## config.mk

```make
export PLATFORM = sky130hd
export DESIGN_NAME = interrupt_controller
export DESIGN_NICKNAME = d
export VERILOG_FILES = /design/src/rtl/interrupt_pkg.sv /design/src/rtl/irq_sync_edge.sv /design/src/rtl/interrupt_controller.sv
export SDC_FILE = /design/constraint.sdc
export NUM_CORES = 1
export LEC_CHECK = 0
export ABC_AREA = 1
export ABC_CLOCK_PERIOD_IN_PS = 3590
export CAP_MARGIN = 5
export CELL_PAD_IN_SITES_DETAIL_PLACEMENT = 0
export CELL_PAD_IN_SITES_GLOBAL_PLACEMENT = 2
export CORE_AREA = 2 2 154 156
export CTS_CLUSTER_SIZE = 16
export DETAILED_ROUTE_END_ITERATION = 10
export DIE_AREA = 0 0 156 158
export MAX_ROUTING_LAYER = met4
export PLACE_DENSITY = 0.75
export SLEW_MARGIN = 15
export SYNTH_ARGS = -nofsm -noshare
export SYNTH_HDL_FRONTEND = slang
export SYNTH_SLANG_ARGS = --single-unit
```

## constraint.sdc

```tcl
create_clock -name CLK -period 3.59 [get_ports CLK]
set_clock_uncertainty 0.1 [all_clocks]
set_input_delay 0.5385 -clock CLK [delete_from_list [all_inputs] [get_ports CLK]]
set_output_delay 0.5385 -clock CLK [all_outputs]
set_load 0.005 [all_outputs]
```

## src/rtl/interrupt_pkg.sv

```systemverilog
// Shared constants, FSM state encoding and arbitration result type for the interrupt controller.
package interrupt_pkg;

  localparam int unsigned NUM_SRC = 4;
  localparam int unsigned ID_W    = 2;
  localparam int unsigned LVL_W   = 2;

  typedef enum logic [1:0] {
    IDLE     = 2'd0,
    PRESENT  = 2'd1,
    WAIT_ACK = 2'd2,
    SERVICE  = 2'd3
  } intState_t;

  // Identity of one interrupt source together with its programmed level
  typedef struct packed {
    logic [ID_W-1:0]  id;
    logic [LVL_W-1:0] lvl;
  } winner_t;

endpackage

```

## src/rtl/irq_sync_edge.sv

```systemverilog
// Synchronises one asynchronous request line and emits a registered one-cycle rising-edge pulse.
module irq_sync_edge #(
  parameter int unsigned SYNC_STAGES = 2
) (
  input  logic CLK,
  input  logic Reset,
  input  logic irqIn,
  output logic risePulse
);

  logic [SYNC_STAGES-1:0] syncQ;
  logic                   prevQ;

  // Synchroniser chain, previous-value flop and registered edge pulse
  always_ff @(posedge CLK or negedge Reset) begin
    if (!Reset) begin
      syncQ     <= '0;
      prevQ     <= 1'b0;
      risePulse <= 1'b0;
    end else begin
      syncQ     <= {syncQ[SYNC_STAGES-2:0], irqIn};
      prevQ     <= syncQ[SYNC_STAGES-1];
      risePulse <= syncQ[SYNC_STAGES-1] & ~prevQ;
    end
  end

endmodule

```

## src/rtl/interrupt_controller.sv

```systemverilog
// Four-source interrupt controller: captures requests, arbitrates by level and
// presents one interrupt at a time to the datapath with an ack/done handshake.
module interrupt_controller
  import interrupt_pkg::*;
#(
  parameter int unsigned DATA_W      = 16,
  parameter int unsigned SYNC_STAGES = 2
) (
  input  logic                      CLK,
  input  logic                      Reset,
  input  logic [NUM_SRC-1:0]        irq_in,
  input  logic [NUM_SRC*DATA_W-1:0] irq_data,
  input  logic                      mask_we,
  input  logic [NUM_SRC-1:0]        mask_in,
  input  logic                      lvl_we,
  input  logic [NUM_SRC*LVL_W-1:0]  lvl_in,
  input  logic                      int_ack,
  input  logic                      int_done,
  output logic                      intWrite,
  output logic [DATA_W-1:0]         intDataIn,
  output logic                      int0,
  output logic                      int1,
  output logic                      intLvl0,
  output logic                      intLvl1,
  output logic [NUM_SRC-1:0]        pending,
  output logic [NUM_SRC-1:0]        overrun,
  output logic                      busy
);

  intState_t                 state;
  intState_t                 nextState;
  logic [NUM_SRC-1:0]        rise;
  logic [NUM_SRC-1:0]        maskQ;
  logic [NUM_SRC*LVL_W-1:0]  lvlQ;
  logic [DATA_W-1:0]         payloadQ [NUM_SRC];
  logic [NUM_SRC-1:0]        eligible;
  logic [NUM_SRC-1:0]        ackClr;
  logic                      arbValid;
  winner_t                   arbWin;
  winner_t                   curWin;
  logic [DATA_W-1:0]         curData;

  for (genvar g = 0; g < NUM_SRC; g++) begin : gSync
    irq_sync_edge #(.SYNC_STAGES(SYNC_STAGES)) uSync (
      .CLK      (CLK),
      .Reset    (Reset),
      .irqIn    (irq_in[g]),
      .risePulse(rise[g])
    );
  end

  // Software-programmed enable mask and per-source levels
  always_ff @(posedge CLK or negedge Reset) begin
    if (!Reset) begin
      maskQ <= '0;
      lvlQ  <= '0;
    end else begin
      if (mask_we) maskQ <= mask_in;
      if (lvl_we)  lvlQ  <= lvl_in;
    end
  end

  // Acknowledge of the presented source clears its pending bit
  always_comb begin
    ackClr = '0;
    if (state == WAIT_ACK && int_ack) ackClr = NUM_SRC'(1) << curWin.id;
  end

  // Pending/overrun/payload capture; a new edge wins over a same-cycle acknowledge
  always_ff @(posedge CLK or negedge Reset) begin
    if (!Reset) begin
      pending <= '0;
      overrun <= '0;
      for (int i = 0; i < NUM_SRC; i++) payloadQ[i] <= '0;
    end else begin
      for (int i = 0; i < NUM_SRC; i++) begin
        if (rise[i]) begin
          pending[i] <= 1'b1;
          if (pending[i] && !ackClr[i]) overrun[i] <= 1'b1;
          else payloadQ[i] <= irq_data[i*DATA_W +: DATA_W];
        end else if (ackClr[i]) begin
          pending[i] <= 1'b0;
        end
      end
    end
  end

  // Priority arbiter: highest level wins, ties go to the lowest index
  always_comb begin
    eligible = pending & maskQ;
    arbValid = 1'b0;
    arbWin   = '0;
    for (int i = 0; i < NUM_SRC; i++) begin
      if (eligible[i] && (!arbValid || lvlQ[i*LVL_W +: LVL_W] > arbWin.lvl)) begin
        arbValid   = 1'b1;
        arbWin.id  = ID_W'(i);
        arbWin.lvl = lvlQ[i*LVL_W +: LVL_W];
      end
    end
  end

  // Handshake state register
  always_ff @(posedge CLK or negedge Reset) begin
    if (!Reset) state <= IDLE;
    else        state <= nextState;
  end

  // Handshake next-state logic
  always_comb begin
    nextState = state;
    case (state)
      IDLE:     if (arbValid) nextState = PRESENT;
      PRESENT:  nextState = WAIT_ACK;
      WAIT_ACK: if (int_ack)  nextState = SERVICE;
      SERVICE:  if (int_done) nextState = IDLE;
      default:  nextState = IDLE;
    endcase
  end

  // Winner is frozen when leaving IDLE so later mask/level changes cannot disturb it
  always_ff @(posedge CLK or negedge Reset) begin
    if (!Reset) begin
      curWin  <= '0;
      curData <= '0;
    end else if (state == IDLE && arbValid) begin
      curWin  <= arbWin;
      curData <= payloadQ[arbWin.id];
    end
  end

  // Registered datapath-facing outputs
  always_ff @(posedge CLK or negedge Reset) begin
    if (!Reset) begin
      intWrite           <= 1'b0;
      intDataIn          <= '0;
      {int1, int0}       <= '0;
      {intLvl1, intLvl0} <= '0;
      busy               <= 1'b0;
    end else begin
      intWrite <= (state == PRESENT);
      busy     <= (nextState != IDLE);
      if (state == PRESENT) begin
        intDataIn          <= curData;
        {int1, int0}       <= curWin.id;
        {intLvl1, intLvl0} <= curWin.lvl;
      end else if (state == SERVICE && int_done) begin
        intDataIn          <= '0;
        {int1, int0}       <= '0;
        {intLvl1, intLvl0} <= '0;
      end
    end
  end

endmodule

```

; Word-level counts from Yosys, hierarchy flattened
; Cells that the tools add are included.
[word_totals]
ff_bits = 144
elab_cells = 125
[classes]
n_lt_le_gt_ge = 4
eq_ne = 3
shifts = 1
n_mux = 31
bitwise_logic = 14
n_reduce_logical = 35
[ops]
columns = operator, count
row1 = 16-bit two-way mux, 4
row2 = 16-bit binary-select mux with 2-bit select, 1
row3 = 1-bit two-way mux, 17
row4 = 4-bit two-way mux, 4
row5 = 2-bit AND reduction, 8
row6 = 2-bit nonzero test, 6
row7 = 1-bit logical AND, 10
row8 = 2-bit two-way mux, 4
row9 = 1-bit inverter, 8
row10 = 2-bit case mux with 4 select lines, 1
row11 = 1-bit logical NOT, 7
row12 = 2-bit > comparator, 3
row13 = 1-bit bitwise AND, 4
row14 = 4-bit bitwise AND, 1
row15 = "2-bit equality test, second input constant", 2
row16 = "1-bit by 2-bit left shift with 4-bit output, first input constant", 1
row17 = "3-bit greater-or-equal comparator, second input constant", 1
row18 = 1-bit logical OR, 3
row19 = 2-bit inverter with 3-bit output, 1
row20 = "2-bit by 1-bit equality test with 1-bit output, second input constant", 1
row21 = 2-bit logical NOT, 1

; Depth between registers and ports, before layout
; Gate-level depths: netlist of the first run.
[depth]
ltp_word = 18
mapped_depth = 36
ltp_nobuf = 35

; By module
; From an unflattened synthesis of the first run, not the netlist that was laid out.
[unflattened]
cells_unflattened = 740
hier_area_um2 = 6348.6
[by_module_without_submodules]
columns = mod, n_inst, cells_each, area_per_inst_um2, seq_area_each_um2
row1 = interrupt_controller, 1, 716, 5908.2, 3203.1
row2 = irq_sync_edge, 4, 6, 110.1, 100.1

; Worst setup path before layout of the first run
; OpenSTA, ideal clock, no wires.
[synth_path]
path_type = register -> register
startpoint = reg pending[0]
endpoint = reg curData[7]
t_arrival_ps = 3607
required_ps = 3373
path_slack_ps = -234
path_stages_with_launch = 34
n_path_buf = 2
synth_period_minus_slack_ps = 3824
path_cell_list = dfrtp_1 -> nand2_1 -> inv_1 -> nand2_1 -> ha_1 -> nand2_1 -> nand2_1 -> nand2_1 -> a21oi_2 -> buf_2 -> nand2_1 -> nand2_1 -> inv_1 -> ha_1 -> nand2_1 -> nand2_1 -> nand2_1 -> nand2_1 -> inv_1 -> nand2_1 -> and2_1 -> ha_1 -> inv_1 -> o21bai_1 -> nand2_1 -> nand2_2 -> nand2_2 -> nand2_2 -> buf_4 -> nand2_1 -> nand2_1 -> nand2_1 -> nand2_1 -> nand2_1
[synth_between]
elab_chain_cells = 18
word_cells_on_any_way = 26
[synth_lines]
columns = element, line
row1 = "start, declared", interrupt_controller.sv:25  ; output logic [NUM_SRC-1:0] pending,
row2 = "start signal, assigned", interrupt_controller.sv:72  ; pending <= '0;
row3 = "start signal, assigned by index", interrupt_controller.sv:78  ; pending[i] <= 1'b1;
row4 = "start signal, assigned by index", interrupt_controller.sv:82  ; pending[i] <= 1'b0;
row5 = 4-bit bitwise AND *, interrupt_controller.sv:90  ; eligible = pending & maskQ;
row6 = 2-bit two-way mux / 1-bit two-way mux (equally long branches), interrupt_controller.sv:94  ; if (eligible[i] && (!arbValid || lvlQ[i*LVL_W +: LVL_W] > arbWin.lvl)) begin
row7 = 2-bit > comparator / 1-bit logical NOT (equally long branches), interrupt_controller.sv:94
row8 = 1-bit logical OR, interrupt_controller.sv:94
row9 = 1-bit logical AND, interrupt_controller.sv:94
row10 = 4-bit two-way mux / 1-bit two-way mux (equally long branches), interrupt_controller.sv:94
row11 = 2-bit > comparator / 1-bit logical NOT (equally long branches), interrupt_controller.sv:94
row12 = 1-bit logical OR, interrupt_controller.sv:94
row13 = 1-bit logical AND, interrupt_controller.sv:94
row14 = 4-bit two-way mux / 1-bit two-way mux (equally long branches), interrupt_controller.sv:94
row15 = 2-bit > comparator / 1-bit logical NOT (equally long branches), interrupt_controller.sv:94
row16 = 1-bit logical OR, interrupt_controller.sv:94
row17 = 1-bit logical AND, interrupt_controller.sv:94
row18 = 4-bit two-way mux, interrupt_controller.sv:94
row19 = 2-bit inverter with 3-bit output (implied by the code), interrupt_controller.sv:127  ; curData <= payloadQ[arbWin.id];
row20 = 16-bit binary-select mux with 2-bit select, interrupt_controller.sv:127
row21 = 16-bit two-way mux (implied by the code) (2 in series), interrupt_controller.sv:127
row22 = "end signal, assigned", interrupt_controller.sv:127
row23 = "end, declared", interrupt_controller.sv:41  ; logic [DATA_W-1:0] curData;
; Mark *: on every way between the ends. The rest lies on a longest branch, timed or not. The select of a mux whose other input is x is not followed.
; A chain may end at the register's enable or synchronous reset.

; Worst setup path in the final report of the first run
; Ends and elaborated chain as after synthesis.

==> summary.md, run 1 <==
| Metric | Value |
|---|---|
| Status | finished, violations left |
| Failing checks | negative setup slack |
| Seq/Total Area, Yosys | a little under three fifths |
| Clock-pin slew on the worst setup and hold paths | 0.06 ns |
| Final net count | 976 |
| Endpoints failing setup | 17 |
| Commonest cells after routing, fill and taps aside | nand2_1 (153), dfrtp_1 (144), clkdlybuf4s50_1 (114) |
| Worst vdd ir | 0.416 mV |
| Min Hold Slack | 0.0383 ns |
| Syn Nets | 832 |
| Final setup TNS | -1.21 ns |
| RSZ-0062 raised after global routing | yes |
| Placeable Area | 0.0231 mm^2 |
| CTS tree | done |
| Max-slew violation count | 0 |
| Routed Antenna Nets | 0 |
| Pwr per Cell Area | about 870 mW/mm^2 |
| Die X | 156 um |
| Synth area leaders | dfrtp_1 (57%), nand2_1 (10%), inv_1 (6.9%), a21oi_1 (5.5%), nor2_1 (5.3%) |
| Commonest non-fill, non-tap cell in the layout | nand2_1 |
| First-pass GRT wire length | 28500 um |
| # hold bufs at CTS | 0 |
| Largest area contributor in the netlist | dfrtp_1 |
| GR Util met2 | approximately 25% |
| Crit path required time | 3.84 ns |
| Boundary Pins | 116 |
| H-Tree Level Count | 4 |
| Std-Cell Rows | 56 |
| Average cell area after synthesis | approximately 8.6 um^2 |
| Crit path from | pending[0] |
| Flop-to-flop setup slack | -0.12 ns |
| Ys Warns | 0 |
| Pwr Total | slightly below 8 mW |
| Endpoints failing hold | 0 |
| Design area | roughly 0.0089 mm^2 |
| Routability Congestion | roughly 0.8 |
| Initial Util | 27.5% |
| GRT Util Overall | 15.7% |
| DR DRC count | 0 |
| GRT overflow | 0 |
| Critical path's largest stage delay | 0.36 ns |
| Most frequent CP cell | nand2_1 |
| Met3 global-route usage | 2.79% |
| Final wirelength | 17900 um |
| Period minus WS final | 3.71 ns |
| FF+latch count, synth | ~140 |
| Layout area overhead | 40.2% |
| Share of the synthesized area in the top cell type | a little under three fifths |
| Fin crit share | 103% |
| Layout fillers | around 2400 |
| Rel. slew slack | 44.7% |
| Num CTS Buffers | 17 |
| Pleak | 4.35 nW |
| Die area | 0.0246 mm^2 |
| Max Fclk | 269 MHz |
| Post-synthesis cell count | 740 |
| Vias in the first global route | 5287 |
| DP Area | 0.00797 mm^2 |
| Buffers on Ports | 115 |
| Buffers and inverters on the worst path | 6 |
| Avg Vias per Cell | 4.30 |
| Met1 Track Usage GR | 20.4% |
| Pin count of the biggest net entering global routing | 82 |
| HP Class | in2async |
| Core Util, Final | around 39% |
| Share of cells above drive strength 1 | between 10 and 15% |
| Antenna diodes | 0 |
| CTS Sinks | 144 |
| Distinct cells, synth | 26 |
| Max Cap Viol | 0 |
| Die Y | 158 um |
| Worst-Skew Late Latency | roughly 0.43 ns |
| Bufs on Longest Clock Path | 2 |
| Grt peak-use layer | met2 |
| Vias | 5110 |
| Worst-case reg-to-reg path depth | 32 |
| Crit path kind | reg2reg |
| Syn Std Cell Area | ~0.0063 mm^2 |
| Antenna violations before repair | 0 |
| Critical R2R Capture | curData[7] |
| Worst setup EP type | flop |
| CP Data Arrival Time | 3.97 ns |
| Max Fanout on Critical Path | 8 |
| CP Launch Type | flop |
| Final HPWL DP | between 10000 and 15000 um |
| Worst slew pin tran | 0.827 ns |
| Root Driver | clkbuf_16 |
| Slowest-stage cell, CP | dfrtp_1 |
| Crit path max-delay family | simple AND/OR/NAND/NOR gates |
| DR pass1 iterations | 5 |
| Initial DRC Count | 255 |
| Reg2reg start | pending[0] |
| Final WS setup | -0.122 ns |
| Post-DR wirelength/cell | 15.1 um |
[report_power, final]
| part | switching [mW] | internal (mW) |
|---|---|---|
| clock | 0.737 | 1.12 |
| combinational | 1.96 | 1.38 |
| sequential | 0.280 | 2.21 |
[cells by family after synthesis]
logic type	Yosys count	share of synthesized area, %
buf+inv	149	9.52
compound gates	108	8.88
flops	144	56.9
simple gates	317	20.4
mux	16	3.20
fa+ha+maj	6	1.18
[cells in the mapped netlist]
library cell	n
a21oi_1	70
a21oi_2	1
and2_1	1
buf_2	17
buf_4	4
buf_6	1
clkbuf_1	8
clkinv_1	1
dfrtp_1	144
ha_1	6
inv_1	116
inv_2	2
mux2_2	10
mux2_4	6
nand2_1	174
nand2_2	7
nand3_1	35
nand3_2	1
nand4_1	8
nor2_1	89
nor2_2	1
nor2_4	1
o21a_1	1
o21ai_0	28
o21bai_1	5
o22ai_1	3
[stage by stage]
| step | std cells | setup slack (ns) |
|---|---|---|
| after CTS | 1184 | -0.0870 |
| after floorplan | 740 | -0.0862 |
| after global placement | 1143 | -0.0837 |
| after global routing | 1187 | -0.363 |
| after detailed placement | 1143 | -0.207 |
| final | 1187 | -0.122 |
[worst register-to-register path: cells and delay by family, from the launching register on]
family | cells | cell delay (ns)
adder cells (fa/ha/maj) | 3 | 0.78
buffers and inverters | 6 | 0.54
AO/OA/AOI/OAI | 2 | 0.32
AND/OR/NAND/NOR | 21 | 1.53
flip-flops | 1 | 0.36
[layer usage]
| metal | wire length [um] | share of wire (%) | up-vias |
|---|---|---|---|
| met3 | 637 | 3.6 | 10 |
| met4 | 166 | 0.93 | 0 |
| met5 | 0 | 0 | - |
| met2 | 8620 | 48 | 101 |
| met1 | 8470 | 47 | 2416 |
| li1 | - | - | 2583 |
[what timing repair did]
item / 4_1_cts / 5_1_grt
pin swaps: 20 / 26
setup endpoints to repair: 20 / 20
buffers inserted: 5 / 2
resized for setup: 22 / 18
cloned: 4 / 1
[final cells by class]
cell class	count	area [um^2]	area share (%)
clock buffer	18	439	4.94
clock inverter	14	181	2.04
inverter	119	447	5.03
multi-input combinational	451	2360	26.5
sequential	144	3600	40.6
tap	290	363	4.08
timing repair buffer	151	1500	16.8
[registers in the layout, summed over array words and instances, names as in the netlist]
name / cells
gSync.uSync.risePulse: 4
overrun: 4
payloadQ: 64
gSync.uSync.prevQ: 4
intLvl1: 1
curWin: 4
pending: 4
intWrite: 1
busy: 1
int0: 1
lvlQ: 8
curData: 16
int1: 1
maskQ: 4
gSync.uSync.syncQ: 8
intDataIn: 16
state: 2
intLvl0: 1
[worst max-delay path by stage]
stage / end / slack [ns] / cells past startpoint
after floorplan: curData[6] / -0.09 / 34
after global placement: curData[3] / -0.08 / 31
after detailed placement: curData[7] / -0.21 / 32
after CTS: curData[7] / -0.09 / 32
after global routing: curData[7] / -0.36 / 32
final: curData[7] / -0.12 / 32
(Power assumes the default switching activity.)
==> run 2: changes to the inputs <==
Settings changed: SLEW_MARGIN 15 to default.
==> run 2 against run 1 <==
Compared with the run above:
- the flow still finishes with violations (negative setup slack)
- register-to-register slack about the same
- die area unchanged
- design area about the same
==> summary.md, run 2 (synthesis gave the netlist of run 1 again) <==
| Metric | Value |
|---|---|
| Commonest non-fill, non-tap cell in the layout | nand2_1 |
| GRT Util Overall | 15.7% (unchanged) |
| Vias | 5130 (+0.39%) |
| Final HPWL DP | 12600 um (unchanged) |
| DR DRC count | 0 (unchanged) |
| Crit path max-delay family | simple AND/OR/NAND/NOR gates |
| Die Y | 158 um (unchanged) |
| Post-Place Cells | 1143 (unchanged) |
| Rel. slew slack | 44.6% (-0.13 points) |
| Clock-pin slew on the worst setup and hold paths | 0.06 ns (about the same) |
| Worst vdd ir | 0.416 mV (+0.11%) |
| Most frequent CP cell | nand2_1 |
| CP Data Arrival Time | 3.96 ns (about the same) |
| Antenna diodes | 0 (unchanged) |
| Root Driver | clkbuf_16 |
| Max Fanout on Critical Path | 8 (unchanged) |
| Worst-case reg-to-reg path depth | 32 (unchanged) |
| Max Fclk | 270 MHz (+0.21%) |
| Pleak | 4.36 nW (+0.14%) |
| Routability Congestion | 0.786 (unchanged) |
| Cell Count, Final, Fillers Out | 1188 (+0.084%) |
| Reg2reg start | pending[0] |
| Final wirelength | 17900 um (about the same) |
| CP Launch Type | flop |
| Boundary Pins | 116 (unchanged) |
| Commonest cells after routing, fill and taps aside | nand2_1 (153), dfrtp_1 (144), clkdlybuf4s50_1 (114) |
| CTS tree | done |
| Post-DR wirelength/cell | 15.1 um (about the same) |
| CTS Sinks | 144 (unchanged) |
| Antenna violations before repair | 0 (unchanged) |
| Buffers and inverters on the worst path | 6 (unchanged) |
| Status | finished, violations left |
| Crit path kind | reg2reg |
| Fin crit share | 103% (-0.21 points) |
| Worst setup EP type | flop |
| Final WS setup | -0.114 ns (+0.00764 ns) |
| Std-Cell Rows | 56 (unchanged) |
| Buffers on Ports | 115 (unchanged) |
| Bufs on Longest Clock Path | 2 (unchanged) |
| Biggest regs | payloadQ (64), curData (16), intDataIn (16) |
| Num CTS Buffers | 17 (unchanged) |
| H-Tree Level Count | 4 (unchanged) |
| Flop-to-flop setup slack | -0.11 ns (about the same) |
| Initial Util | 27.5% (unchanged) |
| DR pass1 iterations | 5 (unchanged) |
| HP Class | in2async |
| Critical R2R Capture | curData[7] |
| RSZ-0062 raised after global routing | yes |
| Failing checks | negative setup slack |
| Final net count | 977 (+0.10%) |
| GRT overflow | 0 (unchanged) |
| Pin count of the biggest net entering global routing | 82 (unchanged) |
| Routed Antenna Nets | 0 (unchanged) |
| First-pass GRT wire length | 28500 um (unchanged) |
| Share of cells above drive strength 1 | 14.9% (-0.017 points) |
| Layout fillers | 2353 (+0.043%) |
| Vias in the first global route | 5287 (unchanged) |
| Period minus WS final | 3.70 ns (-0.00764 ns) |
| Crit path required time | 3.85 ns (about the same) |
| Min Hold Slack | 0.0415 ns (+0.00323 ns) |
| Max Cap Viol | 0 (unchanged) |
| Worst slew pin tran | 0.829 ns (+0.00192 ns) |
| Top reg by flops | payloadQ |
| Endpoints failing setup | 17 (unchanged) |
| Die X | 156 um (unchanged) |
| Initial DRC Count | 252 (-1.2%) |
| Max-slew violation count | 0 (unchanged) |
| Endpoints failing hold | 0 (unchanged) |
| Die area | 0.0246 mm^2 (unchanged) |
| Critical path's largest stage delay | 0.36 ns (about the same) |
| Placeable Area | 0.0231 mm^2 (unchanged) |
| Avg Vias per Cell | 4.32 (+0.31%) |
| Flip-flop count of the largest register after layout | 64 (unchanged) |
| Layout area overhead | 40.4% (about the same) |
| Worst-Skew Late Latency | 0.43 ns (about the same) |
| Pwr per Cell Area | 865 mW/mm^2 (about the same) |
| Slowest-stage cell, CP | dfrtp_1 |
[run 2: changes by cell type in the layout (fill, tap and decap cells not counted)]
cell	change
nor2_1	+1
buf_6	+1
nor2_2	-1
[run 2: worst reg2reg max path: cells and delay by family (launching register included)]
kind / cells / cell delay, ns
and+or+nand+nor: 21 / 1.54
adders and majority gates: 3 / 0.78
buffers and inverters: 6 / 0.55
DFF: 1 / 0.36
AOI/OAI and AO/OA: 2 / 0.32
[run 2: how the worst max path moves through the flow]
stage	start	endpoint	slack, ns	depth (start not counted)
2_1_floorplan	pending[0]	curData[6]	-0.09	34
3_3_place_gp	pending[0]	curData[3]	-0.08	31
3_5_place_dp	pending[0]	curData[7]	-0.21	32
4_1_cts	pending[0]	curData[7]	-0.09	32
5_1_grt	pending[0]	curData[7]	-0.36	32
6_report	pending[0]	curData[7]	-0.11	32
[run 2: report_power, final]
group | switching, mW | internal [mW]
clock | 0.739 | 1.12
combinational | 1.96 | 1.39
sequential | 0.279 | 2.21
[run 2: area by class of cell]
cell class,instances,area (um^2),area share [%]
multi-input combinational,451,2350,26.5
timing repair buffer,152,1510,17.0
inverter,119,447,5.02
tap,290,363,4.08
clock buffer,18,439,4.94
sequential,144,3600,40.5
clock inverter,14,181,2.04
[run 2: through the flow]
step	utilization [%]	area [um^2]	TNS, ns	total power [mW]	worst slack, ns
after global routing	38.6	8890	-5.88	8.31	-0.363
after detailed placement	34.6	7970	-2.59	5.43	-0.207
after CTS	38.1	8780	-0.548	7.63	-0.0870
final	38.6	8890	-1.12	7.69	-0.114
after floorplan	-	6420	-1.29	4.36	-0.0862
after global placement	34.6	7970	-0.728	5.38	-0.0837
[run 2: what timing repair did]
action / CTS / global route
buffers inserted: 5 / 2
hold buffers: 0 / 0
setup endpoints to repair: 20 / 20
gates cloned: 4 / 1
pin swaps: 20 / 26
resized for setup: 22 / 18
[run 2: layer usage]
metal / GRT usage [%] / vias up / share of wire [%]
li1: - / 2588 / -
met1: 20.4 / 2423 / 47
met2: 25.3 / 105 / 48
met3: 2.79 / 14 / 3.5
met4: 4.59 / 0 / 1.2
met5: - / - / 0
